$ cat config.mk
export PLATFORM = sky130hd
export DESIGN_NAME = bus_mux_n
export DESIGN_NICKNAME = d
export VERILOG_FILES = /design/src/rtl/bus_mux_n.sv
export SDC_FILE = /design/constraint.sdc
export NUM_CORES = 1
export LEC_CHECK = 0
export CAP_MARGIN = 10
export CORE_MARGIN = 2
export CORE_UTILIZATION = 40
export CTS_CLUSTER_DIAMETER = 40
export CTS_CLUSTER_SIZE = 24
export DETAILED_ROUTE_END_ITERATION = 6
export HOLD_SLACK_MARGIN = 0.05
export PLACE_DENSITY_LB_ADDON = 0.05
export SETUP_SLACK_MARGIN = 0.2
export SYNTH_ARGS = -nofsm -noshare
export SYNTH_HDL_FRONTEND = slang
export SYNTH_SLANG_ARGS = --single-unit
$ cat constraint.sdc
create_clock -name clk -period 2.8 [get_ports clk]
set_clock_uncertainty 0.1 [all_clocks]
set_input_delay 0.84 -clock clk [delete_from_list [all_inputs] [get_ports clk]]
set_output_delay 0.84 -clock clk [all_outputs]
set_load 0.005 [all_outputs]
$ cat src/rtl/bus_mux_n.sv
// N-slave bus interconnect: decodes the master address against a base/mask map,
// strobes one slave, and returns its data/ack, or a bus error on a miss or timeout.
module bus_mux_n #(
   parameter int                        N_SLAVES   = 4,
   parameter int                        ADDR_W     = 32,
   parameter int                        DATA_W     = 16,
   parameter logic [N_SLAVES*ADDR_W-1:0] SLAVE_BASE = '0,
   parameter logic [N_SLAVES*ADDR_W-1:0] SLAVE_MASK = '0,
   parameter int                        TIMEOUT    = 255
) (
   input  logic                         clk,
   input  logic                         reset_n,
   input  logic [ADDR_W-1:0]            master_addr,
   input  logic [DATA_W-1:0]            master_write,
   input  logic [1:0]                   master_be,
   input  logic                         master_rw,
   input  logic                         master_ds,
   output logic [DATA_W-1:0]            master_read,
   output logic                         master_ack,
   output logic                         master_err,
   output logic [ADDR_W-1:0]            err_addr,
   output logic [ADDR_W-1:0]            slave_addr,
   output logic [DATA_W-1:0]            slave_write,
   output logic [1:0]                   slave_be,
   output logic                         slave_rw,
   output logic [N_SLAVES-1:0]          slave_ds,
   input  logic [N_SLAVES*DATA_W-1:0]   slave_read,
   input  logic [N_SLAVES-1:0]          slave_ack
);

   localparam int SEL_W = (N_SLAVES > 1) ? $clog2(N_SLAVES) : 1;
   localparam int TMR_W = (TIMEOUT > 1) ? $clog2(TIMEOUT + 1) : 1;
   localparam logic [TMR_W-1:0] TMR_LAST = (TIMEOUT == 0) ? '0 : TMR_W'(TIMEOUT - 1);

   typedef enum logic [1:0] {
      IDLE   = 2'd0,
      ACCESS = 2'd1,
      DONE   = 2'd2
   } state_t;

   state_t               state, state_nxt;
   logic [SEL_W-1:0]     sel, sel_d;
   logic [TMR_W-1:0]     timer, timer_d;

   logic                 hit;
   logic [SEL_W-1:0]     hit_idx;
   logic                 sel_ack;
   logic [DATA_W-1:0]    sel_read;
   logic                 timeout_hit;

   logic [N_SLAVES-1:0]  ds_d;
   logic                 ack_d, err_d, latch_en;
   logic [ADDR_W-1:0]    err_addr_d;
   logic [DATA_W-1:0]    read_d;

   // Scan from the top down so the lowest matching slot is the one left standing.
   always_comb begin
      hit     = 1'b0;
      hit_idx = '0;
      for (int i = N_SLAVES - 1; i >= 0; i--) begin
         if ((master_addr & SLAVE_MASK[i*ADDR_W +: ADDR_W]) == SLAVE_BASE[i*ADDR_W +: ADDR_W]) begin
            hit     = 1'b1;
            hit_idx = SEL_W'(i);
         end
      end
   end

   assign sel_ack     = slave_ack[sel];
   assign sel_read    = slave_read[sel*DATA_W +: DATA_W];
   assign timeout_hit = (TIMEOUT != 0) && (timer == TMR_LAST);

   always_ff @(posedge clk) begin
      // NOTE: sequential state is assigned with <= so every register samples pre-edge values.
      if (!reset_n) state <= IDLE;
      else          state <= state_nxt;
   end

   always_comb begin
      state_nxt = state;
      unique case (state)
         IDLE:    if (master_ds) state_nxt = hit ? ACCESS : DONE;
         ACCESS: begin
            if (!master_ds)                 state_nxt = IDLE;
            else if (sel_ack || timeout_hit) state_nxt = DONE;
         end
         DONE:    if (!master_ds) state_nxt = IDLE;
         default: state_nxt = IDLE;
      endcase
   end

   // Abort outranks completion; within a live access an ack outranks the timeout.
   always_comb begin
      // NOTE: each target starts from its held value, so no branch can leave one unassigned and infer a latch.
      ds_d       = slave_ds;
      ack_d      = master_ack;
      err_d      = master_err;
      err_addr_d = err_addr;
      read_d     = master_read;
      sel_d      = sel;
      timer_d    = timer;
      latch_en   = 1'b0;
      unique case (state)
         IDLE: begin
            if (master_ds) begin
               if (hit) begin
                  latch_en      = 1'b1;
                  sel_d         = hit_idx;
                  timer_d       = '0;
                  ds_d          = '0;
                  ds_d[hit_idx] = 1'b1;
               end else begin
                  err_d      = 1'b1;
                  err_addr_d = master_addr;
               end
            end
         end
         ACCESS: begin
            if (!master_ds) begin
               ds_d = '0;
            end else if (sel_ack) begin
               ds_d  = '0;
               ack_d = 1'b1;
               if (slave_rw) read_d = sel_read;
            end else if (timeout_hit) begin
               ds_d       = '0;
               err_d      = 1'b1;
               err_addr_d = slave_addr;
            end else if (timer != '1) begin
               timer_d = timer + TMR_W'(1);
            end
         end
         DONE: begin
            if (!master_ds) begin
               ack_d = 1'b0;
               err_d = 1'b0;
            end
         end
         default: ;
      endcase
   end

   always_ff @(posedge clk) begin
      // NOTE: reset clears the data latches too, so every output reads zero out of reset.
      if (!reset_n) begin
         slave_ds    <= '0;
         master_ack  <= 1'b0;
         master_err  <= 1'b0;
         err_addr    <= '0;
         master_read <= '0;
         sel         <= '0;
         timer       <= '0;
         slave_addr  <= '0;
         slave_write <= '0;
         slave_be    <= '0;
         slave_rw    <= 1'b0;
      end else begin
         slave_ds    <= ds_d;
         master_ack  <= ack_d;
         master_err  <= err_d;
         err_addr    <= err_addr_d;
         master_read <= read_d;
         sel         <= sel_d;
         timer       <= timer_d;
         if (latch_en) begin
            slave_addr  <= master_addr;
            slave_write <= master_write;
            slave_be    <= master_be;
            slave_rw    <= master_rw;
         end
      end
   end

endmodule

==> impl_metrics.env, run 1 <==
export IMPL_status="finished clean"
export IMPL_cts_tree="done"
export IMPL_die_h_microns=110
export IMPL_crit_path_end_kind="register"
export IMPL_reg2reg_from="state[0]$_SDFFE_PN0P_"
export IMPL_post_drt_wl_per_cell_microns=14.0
export IMPL_async_flop_share_pct=0
export IMPL_h_tree_depth=3
export IMPL_num_vias=4022
export IMPL_ys_seq_area_share_pct=49.7
export IMPL_hp_class="reg2reg"
export IMPL_cap_violations=0
export IMPL_pwr_share_seq_pct=51.2
export IMPL_fillers=964
export IMPL_clk_pin_slew_ns=0.07
export IMPL_first_pass_iters=4
export IMPL_worstSkewPairLatency_ns=0.35
export IMPL_power_density_mw_per_mm2=498
export IMPL_grt_max_degree=57
export IMPL_top_layer_used="met4"
export IMPL_m1WireLength_microns=4830
export IMPL_reg2reg_depth=5
export IMPL_power_frac_comb_pct=12.0
export IMPL_syn_to_final_growth_pct=46.5
export IMPL_min_period_over_period_pct=84.5
export IMPL_critical_path_class="in2reg"
export IMPL_cts_setup_buffers=0
export IMPL_drive_above_1_share_pct=10.3
export IMPL_fp_dieW_microns=110
export IMPL_start_kind="input pin"
export IMPL_n_antenna_cell=0
export IMPL_numPortBuffers=172
export IMPL_hold_viol=0
export IMPL_antenna_found_initial=0
export IMPL_worstHoldStart="err_addr[8]$_SDFFE_PN0P_"
export IMPL_cts_resized=0
export IMPL_dr_wl_met2_microns=5410
export IMPL_worst_ep_required_time_ns=2.93
export IMPL_slew_violations=0
export IMPL_hold_path_depth=2
export IMPL_initial_utilization_pct=41.2
export IMPL_wl_met3_microns=1060
export IMPL_reg2reg_slack_ns=0.84
export IMPL_clock_sinks=112
export IMPL_fin_crit_ns=2.36
export IMPL_core_area_sq_mm=0.0109
export IMPL_antenna_left=0
export IMPL_setup_violations_final=0
export IMPL_worst_slack_ns=0.435
export IMPL_dp_worst_setup_slack_ns=0.0853
export IMPL_crit_arrival_ns=2.50
export IMPL_yosysWarnings=0
export IMPL_remaining_drc_errors=0
export IMPL_wirelength_microns=11500
export IMPL_syn_inst=519
export IMPL_post_synth_cell_area_avg_sq_um=8.69
export IMPL_vias_per_cell=4.90
export IMPL_gp_congestion=0.729
export IMPL_hold_path_end="err_addr[8]$_SDFFE_PN0P_"
export IMPL_dieArea_sq_mm=0.0121
export IMPL_hpwl_microns=7950
export IMPL_finalNetCount=800
export IMPL_yosysUniqueCellTypes=42
export IMPL_p_leak_nw=2.30
export IMPL_pin_count=227
export IMPL_num_rows=38
export IMPL_syn_area_sq_mm=0.00451
export IMPL_p_int_mw=2.52
export IMPL_drtIter0Drc=256
export IMPL_crit_fanout=52
export IMPL_rr_endpoint="err_addr[4]$_SDFFE_PN0P_"
export IMPL_synth_edf_count=0
export IMPL_p_clk_share_pct=36.8
export IMPL_max_freq_mhz=423
export IMPL_cts_buffer_depth=2
export IMPL_switching_share_pct=23.3
export IMPL_grt_usage_pct=19.4
export IMPL_grt_pass1_wl_microns=18300
export IMPL_ys_seq_elements=112
export IMPL_ir_worst_vdd_uv=287
export IMPL_numCtsBuffers=9
export IMPL_grt_pass1_vias=3781
export IMPL_final_util_pct=60.4
export IMPL_synth_main_ff_cell="dfxtp_1"
export IMPL_holdBufCountCts=0
export IMPL_grt_overflow=0
export IMPL_rsz0062_at_grt="no"
export IMPL_cts_root_buf="clkbuf_16"
export IMPL_power_net_switching_mw=0.765
export IMPL_tns_ns=0
==> cell type report <==
class	count	area, sq um	area share (%)
Clock buffer	12	256	3.88
Timing Repair Buffer	186	1860	28.2
Multi-Input combinational cell	364	2040	30.9
Tap cell	140	175	2.65
Clock inverter	3	17.5	0.265
Inverter	3	11.3	0.170
Sequential cell	112	2240	33.9
==> worst max-delay path, stage by stage <==
cell             delay, ns
clkdlybuf4s50_1       0.43
and4bb_1              0.29
or4b_4                0.49
buf_12                0.22
nand3_1               0.14
o21ai_2               0.06
==> registers in the layout, indices dropped and copies added, names as in the netlist <==
register / flops
err_addr: 32
master_ack: 1
master_err: 1
master_read: 16
slave_addr: 32
slave_be: 2
slave_ds: 1
slave_rw: 1
slave_write: 16
state: 2
timer: 8
==> layer usage <==
metal,up-vias,track usage (%)
li1,2049,-
met1,1824,23.4
met2,137,32.2
met3,12,6.17
met4,0,7.23
met5,-,0
==> cells in the mapped netlist (4+ instances only) <==
cell type | n | area [sq um]
nand2_1 | 172 | 646
dfxtp_1 | 112 | 2240
a21boi_0 | 70 | 526
clkbuf_1 | 26 | 97.6
o21ai_2 | 23 | 201
nand3_1 | 22 | 110
nand3_2 | 12 | 120
o21ai_1 | 9 | 45.0
buf_6 | 7 | 78.8
o21ai_0 | 7 | 35.0
a21oi_1 | 5 | 25.0
nor2_1 | 4 | 15.0
==> cell families after synthesis <==
family	Yosys count	synth area share (%)
AOI/OAI and AO/OA	123	20.1
adders and majority gates	2	0.555
DFF	112	49.7
other	1	0.0832
and+or+nand+nor	233	23.7
buffers and inverters	45	5.30
xor gates and xnor gates	3	0.583
==> layout by cell type (no fill, tap or decap), drive strengths merged, types with 2 or more instances in the layout <==
master and count:
a21boi 70, a21oi 5, a31oi 2, and2 2
and3 2, buf 15, clkbuf 12, clkdlybuf4s50 171
clkinv 2, conb 3, dfxtp 112, ha 2
inv 3, nand2 172, nand3 34, nand4 3
nand4b 2, nor2 4, nor3 2, nor3b 2
o211ai 2, o21ai 39, or2 2, or3 2
xor2 3
==> power groups by stage <==
stage / clock [mW] / sequential, mW / combinational, mW
6_report: 1.21 / 1.68 / 0.394
5_1_grt: 1.31 / 1.69 / 0.436
4_1_cts: 1.25 / 1.68 / 0.400
2_1_floorplan: 0 / 1.72 / 0.148
3_3_place_gp: 0 / 1.72 / 0.394
3_5_place_dp: 0 / 1.72 / 0.398
==> per-stage QoR <==
step	instance area, sq um	std cells	total power [mW]	hold slack [ns]
after floorplan	4520	521	1.87	0.353
after global placement	6330	805	2.11	0.343
after detailed placement	6330	805	2.12	0.347
after CTS	6610	820	3.33	0.359
after global routing	6610	820	3.43	0.372
final	6610	820	3.29	0.354
==> worst max path at each step <==
stage | to | slack, ns | startpoint
floorplan | err_addr[15]$_SDFFE_PN0P_ | 0.49 | master_ds
global placement | err_addr[0]$_SDFFE_PN0P_ | 0.11 | slave_ack[0]
detailed placement | err_addr[18]$_SDFFE_PN0P_ | 0.09 | slave_ack[0]
CTS | err_addr[3]$_SDFFE_PN0P_ | 0.46 | slave_ack[0]
global route | err_addr[29]$_SDFFE_PN0P_ | 0.37 | slave_ack[0]
finish | err_addr[4]$_SDFFE_PN0P_ | 0.44 | slave_ack[0]
(Power assumes the default switching activity.)
==> inputs of run 2 (changes only) <==
clock period = 2.4 ns   (was 2.8 ns; I/O delays follow)
==> run 2 against run 1 <==
Effect of this change:
- die area is the same
- power increased by 19%
- flip-flop and latch count did not move
==> impl_metrics.env, run 2 (synthesis gave the netlist of run 1 again) <==
export IMPL_status="finished clean"
export IMPL_crit_path_cell_trace="clkdlybuf4s50_1"
export IMPL_critical_path_class="reg2out"
export IMPL_grt_pass1_wl_microns=18100
export IMPL_slew_violations=0
export IMPL_vias_per_cell=4.88
export IMPL_max_freq_mhz=478
export IMPL_drive_above_1_share_pct=12.0
export IMPL_drtIter0Drc=197
export IMPL_fin_crit_ns=2.09
export IMPL_min_period_over_period_pct=87.1
export IMPL_cap_violations=0
export IMPL_crit_arrival_ns=1.27
export IMPL_finalNetCount=813
export IMPL_regArea_sq_mm=0.00224
export IMPL_grt_max_degree=53
export IMPL_final_common_cell="nand2_1"
export IMPL_crit_fanout=3
export IMPL_num_vias=4070
export IMPL_cts_root_buf="clkbuf_16"
export IMPL_worst_slack_ns=0.310
export IMPL_antenna_found_initial=0
export IMPL_critPathBufInv=1
export IMPL_setup_violations_final=0
export IMPL_placed_cells=808
export IMPL_fp_dieW_microns=110
export IMPL_ir_worst_vdd_uv=526
export IMPL_hpwl_microns=7930
export IMPL_first_pass_iters=4
export IMPL_grt_pass1_vias=3696
export IMPL_initial_utilization_pct=41.2
export IMPL_hold_viol=0
export IMPL_rsz0062_at_grt="no"
export IMPL_multi_input_area_sq_mm=0.00206
export IMPL_reg2reg_slack_ns=0.36
export IMPL_syn_to_final_growth_pct=52.0
export IMPL_cts_tree="done"
export IMPL_n_antenna_cell=0
export IMPL_antenna_left=0
export IMPL_p_leak_nw=2.44
export IMPL_worst_ep_required_time_ns=1.58
export IMPL_gp_congestion=0.781
export IMPL_post_drt_wl_per_cell_microns=14.9
export IMPL_hp_class="reg2reg"
export IMPL_final_util_pct=62.7
export IMPL_grt_usage_pct=19.2
export IMPL_clock_sinks=112
export IMPL_holdBufCountCts=0
export IMPL_fillers=974
export IMPL_final_cells=834
export IMPL_dieArea_sq_mm=0.0121
export IMPL_cpMaxStageDelayCell="clkdlybuf4s50_1"
export IMPL_die_h_microns=110
export IMPL_tns_ns=0
export IMPL_power_density_mw_per_mm2=570
export IMPL_critical_path_max_stage_delay_ns=0.54
export IMPL_h_tree_depth=3
export IMPL_core_area_sq_mm=0.0109
export IMPL_largest_registers="err_addr (32), slave_addr (32)"
export IMPL_remaining_drc_errors=0
export IMPL_start_kind="register"
export IMPL_numPortBuffers=172
export IMPL_clk_pin_slew_ns=0.07
export IMPL_cts_buffer_depth=2
export IMPL_wirelength_microns=12500
export IMPL_numCtsBuffers=9
export IMPL_num_rows=38
export IMPL_worstSkewPairLatency_ns=0.35
export IMPL_critical_path_top_delay_family="buffers and inverters"
export IMPL_pin_count=227
export IMPL_final_cell_mix="nand2_1 (172), clkdlybuf4s50_1 (169), dfxtp_1 (112)"
export IMPL_fin_total_pwr_mw=3.91
export IMPL_grt_overflow=0
export IMPL_crit_path_end_kind="primary output"
export IMPL_dp_worst_setup_slack_ns=-0.161
==> run 2: changes by cell type in the layout (fill, tap and decap cells not counted), sizes merged <==
| cell | before | now |
|---|---|---|
| clkdlybuf4s50 | 171 | 169 |
| buf | 15 | 22 |
| clkbuf | 12 | 18 |
| or4b | 1 | 2 |
| bufinv | 0 | 1 |
| clkinv | 2 | 1 |
| dlymetal6s2s | 0 | 2 |
==> run 2: path summary, 6_finish.rpt <==
path	start	to	cells after the start
setup / recovery	slave_addr[8]$_SDFFE_PN0P_	slave_addr[8]	1
hold reg to reg	err_addr[30]$_SDFFE_PN0P_	err_addr[30]$_SDFFE_PN0P_	2
setup reg to reg	state[0]$_SDFFE_PN0P_	err_addr[2]$_SDFFE_PN0P_	5
hold / removal	err_addr[30]$_SDFFE_PN0P_	err_addr[30]$_SDFFE_PN0P_	2
==> run 2: layout make-up <==
class | instances | area share [%]
repair buffers | 198 | 30.4
flip-flops and latches | 112 | 32.7
clock buffers | 13 | 3.50
inverters | 3 | 0.164
well taps | 140 | 2.56
clock inverters | 3 | 0.621
multi-input cells | 365 | 30.0
==> run 2: metal layers <==
metal | track usage (%) | vias up | routed length [microns] | part of all wire (%)
li1 | - | 2065 | - | -
met1 | 23.0 | 1858 | 5240 | 42
met2 | 31.5 | 135 | 5930 | 48
met3 | 8.52 | 12 | 1160 | 9.3
met4 | 5.36 | 0 | 144 | 1.2
met5 | 0 | - | 0 | 0
==> run 2: through the flow <==
step | area, sq um | hold slack (ns)
floorplan | 4520 | 0.353
global placement | 6380 | 0.344
detailed placement | 6380 | 0.346
CTS | 6660 | 0.357
global route | 6860 | 0.373
finish | 6860 | 0.355
==> run 2: timing repair <==
| action | CTS | global route |
|---|---|---|
| setup buffers | 0 | 1 |
| setup endpoints to repair | 0 | 22 |
| resized for setup | 0 | 6 |
==> run 2: power by group <==
group | switching (mW) | internal [mW]
combinational | 0.191 | 0.275
clock | 0.669 | 0.811
sequential | 0.0448 | 1.92
==> inputs of run 3 (changes only) <==
SLEW_MARGIN = 30   (was unset)
==> results of run 3 <==
Final layout, timing and power as in run 2 (identical DEF).
